### src/rtl/ex_mem_buffer.sv
// rtl/ex_mem_buffer.sv - EX->MEM pipeline register with a 2-entry skid buffer
//
// Captures the ALU result, zero flag, store data and the MEM/WB control bundle
// of each instruction leaving EX and presents them to MEM (and to the EX->EX
// forwarding path through out_y). A two-entry skid buffer gives a registered
// in_ready while still sustaining one instruction per cycle.
//
// Parameters:
//   DATA_W     width of ALU result and store data
//   REGADDR_W  width of destination register index
//
// Ports:
//   clk, rst                    clock, asynchronous active-high reset
//   flush                       synchronous squash of all buffered entries
//   in_valid / in_ready         EX-side handshake
//   alu_y, alu_zero,            ALU result and flags
//   alu_overflow
//   write_data, wb_reg,         store data, destination register and
//   reg_write, mem_read,        MEM/WB control bundle of the instruction
//   mem_write
//   out_valid / out_ready       MEM-side handshake (head entry)
//   out_y .. out_mem_write      head entry fields
//   out_exc_ov                  head entry carries an overflow exception
//
// Configuration:
//   EX_MEM_OVF_TRAP_EN  when defined, an entry accepted with alu_overflow = 1
//                       is stored with its reg_write/mem_read/mem_write bits
//                       cleared and out_exc_ov set. When undefined,
//                       alu_overflow is ignored and out_exc_ov is 0.

module ex_mem_buffer #(
    parameter int DATA_W    = 32,
    parameter int REGADDR_W = 5
) (
    input  logic                 clk,
    input  logic                 rst,
    input  logic                 flush,

    input  logic                 in_valid,
    output logic                 in_ready,
    input  logic [DATA_W-1:0]    alu_y,
    input  logic                 alu_zero,
    input  logic                 alu_overflow,
    input  logic [DATA_W-1:0]    write_data,
    input  logic [REGADDR_W-1:0] wb_reg,
    input  logic                 reg_write,
    input  logic                 mem_read,
    input  logic                 mem_write,

    output logic                 out_valid,
    input  logic                 out_ready,
    output logic [DATA_W-1:0]    out_y,
    output logic                 out_zero,
    output logic [DATA_W-1:0]    out_write_data,
    output logic [REGADDR_W-1:0] out_wb_reg,
    output logic                 out_reg_write,
    output logic                 out_mem_read,
    output logic                 out_mem_write,
    output logic                 out_exc_ov
);

    typedef enum logic [1:0] {
        S_EMPTY = 2'd0,
        S_ONE   = 2'd1,
        S_TWO   = 2'd2
    } state_t;

    typedef struct packed {
        logic [DATA_W-1:0]    y;
        logic                 zero;
        logic [DATA_W-1:0]    wdata;
        logic [REGADDR_W-1:0] wb_reg;
        logic                 reg_write;
        logic                 mem_read;
        logic                 mem_write;
        logic                 exc_ov;
    } entry_t;

    localparam entry_t ENTRY_ZERO = '0;

    state_t state;
    entry_t head;
    entry_t skid;
    entry_t in_entry;

    logic acc;
    logic deq;

    // Entry formation: the overflow trap only rewrites the control bits, the
    // data fields are always stored unchanged.
`ifdef EX_MEM_OVF_TRAP_EN
    always_comb begin
        in_entry           = ENTRY_ZERO;
        in_entry.y         = alu_y;
        in_entry.zero      = alu_zero;
        in_entry.wdata     = write_data;
        in_entry.wb_reg    = wb_reg;
        in_entry.reg_write = reg_write & ~alu_overflow;
        in_entry.mem_read  = mem_read & ~alu_overflow;
        in_entry.mem_write = mem_write & ~alu_overflow;
        in_entry.exc_ov    = alu_overflow;
    end
`else
    logic unused_alu_overflow;
    assign unused_alu_overflow = alu_overflow;

    always_comb begin
        in_entry           = ENTRY_ZERO;
        in_entry.y         = alu_y;
        in_entry.zero      = alu_zero;
        in_entry.wdata     = write_data;
        in_entry.wb_reg    = wb_reg;
        in_entry.reg_write = reg_write;
        in_entry.mem_read  = mem_read;
        in_entry.mem_write = mem_write;
        in_entry.exc_ov    = 1'b0;
    end
`endif

    // in_ready is low while reset is held so EX never sees a handshake that
    // the reset is about to discard.
    assign in_ready  = ~rst & (state != S_TWO);
    assign out_valid = (state != S_EMPTY);

    assign acc = in_valid & in_ready;
    assign deq = out_valid & out_ready;

    // Whenever the head slot becomes empty it is cleared, so a bubble on the
    // MEM side always carries zero control bits.
    always_ff @(posedge clk or posedge rst) begin
        if (rst) begin
            state <= S_EMPTY;
            head  <= ENTRY_ZERO;
            skid  <= ENTRY_ZERO;
        end else if (flush) begin
            state <= S_EMPTY;
            head  <= ENTRY_ZERO;
            skid  <= ENTRY_ZERO;
        end else begin
            case (state)
                S_EMPTY: begin
                    if (acc) begin
                        head  <= in_entry;
                        state <= S_ONE;
                    end
                end
                S_ONE: begin
                    if (acc && !deq) begin
                        skid  <= in_entry;
                        state <= S_TWO;
                    end else if (!acc && deq) begin
                        head  <= ENTRY_ZERO;
                        state <= S_EMPTY;
                    end else if (acc && deq) begin
                        // Head is consumed this cycle; the new entry replaces
                        // it directly and the skid slot stays unused.
                        head <= in_entry;
                    end
                end
                S_TWO: begin
                    if (deq) begin
                        head  <= skid;
                        skid  <= ENTRY_ZERO;
                        state <= S_ONE;
                    end
                end
                default: begin
                    state <= S_EMPTY;
                    head  <= ENTRY_ZERO;
                    skid  <= ENTRY_ZERO;
                end
            endcase
        end
    end

    assign out_y          = head.y;
    assign out_zero       = head.zero;
    assign out_write_data = head.wdata;
    assign out_wb_reg     = head.wb_reg;
    assign out_reg_write  = head.reg_write;
    assign out_mem_read   = head.mem_read;
    assign out_mem_write  = head.mem_write;
    assign out_exc_ov     = head.exc_ov;

endmodule

### config.mk
export PLATFORM = sky130hd
export DESIGN_NAME = ex_mem_buffer
export DESIGN_NICKNAME = d
export VERILOG_FILES = /design/src/rtl/ex_mem_buffer.sv
export SDC_FILE = /design/constraint.sdc
export NUM_CORES = 1
export LEC_CHECK = 0
export CAP_MARGIN = 20
export CORE_ASPECT_RATIO = 0.6
export CORE_MARGIN = 2
export CORE_UTILIZATION = 53
export CTS_BUF_LIST = sky130_fd_sc_hd__clkbuf_4 sky130_fd_sc_hd__clkbuf_8
export DETAILED_ROUTE_END_ITERATION = 8
export HOLD_SLACK_MARGIN = 0.08
export PLACE_DENSITY = 0.83
export SLEW_MARGIN = 15
export SYNTH_ARGS = -nofsm -noshare
export SYNTH_HDL_FRONTEND = slang
export SYNTH_SLANG_ARGS = --single-unit
### constraint.sdc
create_clock -name clk -period 5.1 [get_ports clk]
set_input_delay 0.765 -clock clk [delete_from_list [all_inputs] [get_ports clk]]
set_output_delay 0.765 -clock clk [all_outputs]
set_load 0.02 [all_outputs]
==> results.sh <==
export IMPL_outcome="completed"
export IMPL_yosys_cell_types_count=30
export IMPL_synth_seq_area_share=0.523
export IMPL_muxShareOfSynthArea=0.0937
export IMPL_synth_top_area_share=0.523
export IMPL_crit_required_ns=4.34
export IMPL_final_setup_skew_ns=0.0142
export IMPL_largest_register_ffs=73
export IMPL_vias_per_cell=5.86
export IMPL_p_leak_nw=3.66
export IMPL_top_layer="met4"
export IMPL_antenna_found_initial=0
export IMPL_chipWidth_um=153
export IMPL_crit_path_start_kind="flip-flop"
export IMPL_diodes=0
export IMPL_p_per_area_mw_per_mm2=324
export IMPL_tightest_slew_ns=1.05
export IMPL_post_cts_buffers=0
export IMPL_syn_to_final_growth_pct=28.0
export IMPL_port_buffers=152
export IMPL_met2_length_um=8370
export IMPL_fin_nets=932
export IMPL_gp_congestion=0.783
export IMPL_met1_length_um=8370
export IMPL_grt_usage=0.259
export IMPL_synth_top_family_by_area="compound AO/OA/AOI/OAI gates"
export IMPL_die_area_mm2=0.0143
export IMPL_cap_violations=0
export IMPL_synthTopCellsByCount="dfrtp_1 (148), nor2_1 (76), a21oi_1 (74), nand2_1 (74)"
export IMPL_synth_edff_count=0
export IMPL_tns_ns=0
export IMPL_yosysWarnings=0
export IMPL_htreeDepth=4
export IMPL_cts_root_buf="clkbuf_8"
export IMPL_clock_latency_ns=0.43
export IMPL_synth_seq_cells=148
export IMPL_dr_wl_met3_um=1550
export IMPL_drtPass1Iterations=5
export IMPL_yosys_top_cells_area="dfrtp_1 (52%), mux2_2 (9.2%), a22oi_1 (6.8%)"
export IMPL_relSlewSlack=0.303
export IMPL_clock_sink_count=148
export IMPL_synth_fp_nets=823
export IMPL_grt_pass1_wl_um=29600
export IMPL_dr_first_iter_drc_count=447
export IMPL_die_h_um=93.5
export IMPL_whs_ns=0.505
export IMPL_initial_core_util=0.548
export IMPL_n_fill_cell=939
export IMPL_critPathKind="flip-flop to primary output"
export IMPL_multi_input_area_mm2=0.00307
export IMPL_coreArea_mm2=0.0129
export IMPL_largest_register="skid"
export IMPL_synth_simple_area_share=0.142
export IMPL_cts_path_max_buffers=2
export IMPL_overflow=0
export IMPL_cp_end_kind="primary output"
export IMPL_hold_viol_final=0
export IMPL_cts_tree="yes"
export IMPL_fin_crit_ns=3.63
export IMPL_synth_cells=744
export IMPL_antenna_left=0
export IMPL_drc=0
export IMPL_synth_main_ff_cell="dfrtp_1"
export IMPL_rows=32
export IMPL_num_io_pins=155
export IMPL_worst_path_max_fanout=31
export IMPL_grt_pass1_vias=5832
export IMPL_clock_fmax_ghz=0.276
export IMPL_synth_compound_area_frac=0.190
export IMPL_yosysMostFrequentCell="dfrtp_1"
export IMPL_drive_gt1_frac=0.129
export IMPL_fin_crit_sh=0.712
export IMPL_syn_area_mm2=0.00708
export IMPL_vias=6067
export IMPL_ir_worst_vdd_mv=0.189
export IMPL_hold_buffers=0
export IMPL_grt_max_degree=116
export IMPL_hpwl_um=11500
export IMPL_critical_path_arrival_ns=2.86
export IMPL_ctsResizeCount=0
export IMPL_synthAdderAreaFrac=0
export IMPL_cts_buffers=17
export IMPL_slew_violations=0
export IMPL_wirelength_um=18500
export IMPL_path_clk_slew_ns=0.09
export IMPL_synthArstFlopShare=1.00
export IMPL_synth_top_area_cell="dfrtp_1"
export IMPL_finalSetupViolations=0
export IMPL_hold_class="flip-flop to flip-flop"
export IMPL_rsz0062_at_grt="false"
export IMPL_wl_per_cell_um=17.9
export IMPL_regArea_mm2=0.00370
export IMPL_avgSynthCellArea_um2=9.52
export IMPL_synthXorXnorAreaFrac=0
-- cells by family after synthesis --
logic type             Yosys count
AOI/OAI and AO/OA              226
other                            1
DFF                            148
muxes                           59
buffers and inverters           76
and+or+nand+nor                234
-- stage by stage --
step                instances   util  cell area (µm²)  power [W]  worst slack [ns]
finish                   1036  0.701             9060    0.00294              1.47
global route             1036  0.701             9060    0.00306              1.37
CTS                      1035  0.698             9030    0.00295              1.52
detailed placement       1003  0.667             8620    0.00200              1.67
global placement         1003  0.667             8620    0.00198              1.76
floorplan                 744      -             7080    0.00168             0.337
-- report_power, final --
group	switching [W]	internal, W
Sequential	0.0000601	0.00127
Combinational	0.000361	0.000301
Clock	0.000449	0.000501
-- cell type report --
type                    count  area share
flip-flops and latches    148       0.409
multi-input cells         520       0.339
repair buffers            164       0.181
clock buffers              19      0.0282
well taps                 170      0.0235
clock inverters            13      0.0174
inverters                   2     0.00138
-- per-layer routing --
| layer | vias up | global-route usage |
|---|---|---|
| li1 | 2849 | - |
| met1 | 2913 | 0.364 |
| met2 | 281 | 0.401 |
| met3 | 24 | 0.0732 |
| met4 | 0 | 0.0656 |
| met5 | - | 0 |
-- critical path, cell delays in order, from the launching register on --
cell	delay (ns)
dfrtp_2	0.84
nor2b_1	0.81
nor2_1	0.17
clkdlybuf4s50_1	0.59
-- path summary, 6_finish.rpt --
check	from	endpoint	slack (ns)	cells after the start
min reg2reg	skid[26]	skid[26]	0.50	2
min	skid[26]	skid[26]	0.50	2
max in group asynchronous	rst	out_write_data[11]	3.46	3
max	state[1]	in_ready	1.47	3
min in group asynchronous	rst	out_write_data[20]	0.85	2
max reg2reg	state[1]	out_y[20]	1.67	6
-- placed cells by master (no fill, tap or decap), types with 2 or more instances in the layout --
master | Yosys | routed
a21oi_1 | 74 | 74
a22oi_1 | 64 | 64
a32oi_1 | 9 | 9
buf_4 | 8 | 10
bufinv_16 | 0 | 3
clkbuf_8 | 0 | 18
clkdlybuf4s50_1 | 0 | 152
clkinv_2 | 0 | 4
clkinvlp_4 | 0 | 4
dfrtp_1 | 148 | 147
inv_6 | 0 | 2
mux2_2 | 58 | 58
nand2_1 | 74 | 74
nand3_1 | 73 | 73
nor2_1 | 76 | 75
nor2b_1 | 3 | 3
o21ai_0 | 73 | 73
Note: power is estimated with default switching activity, not from simulation.
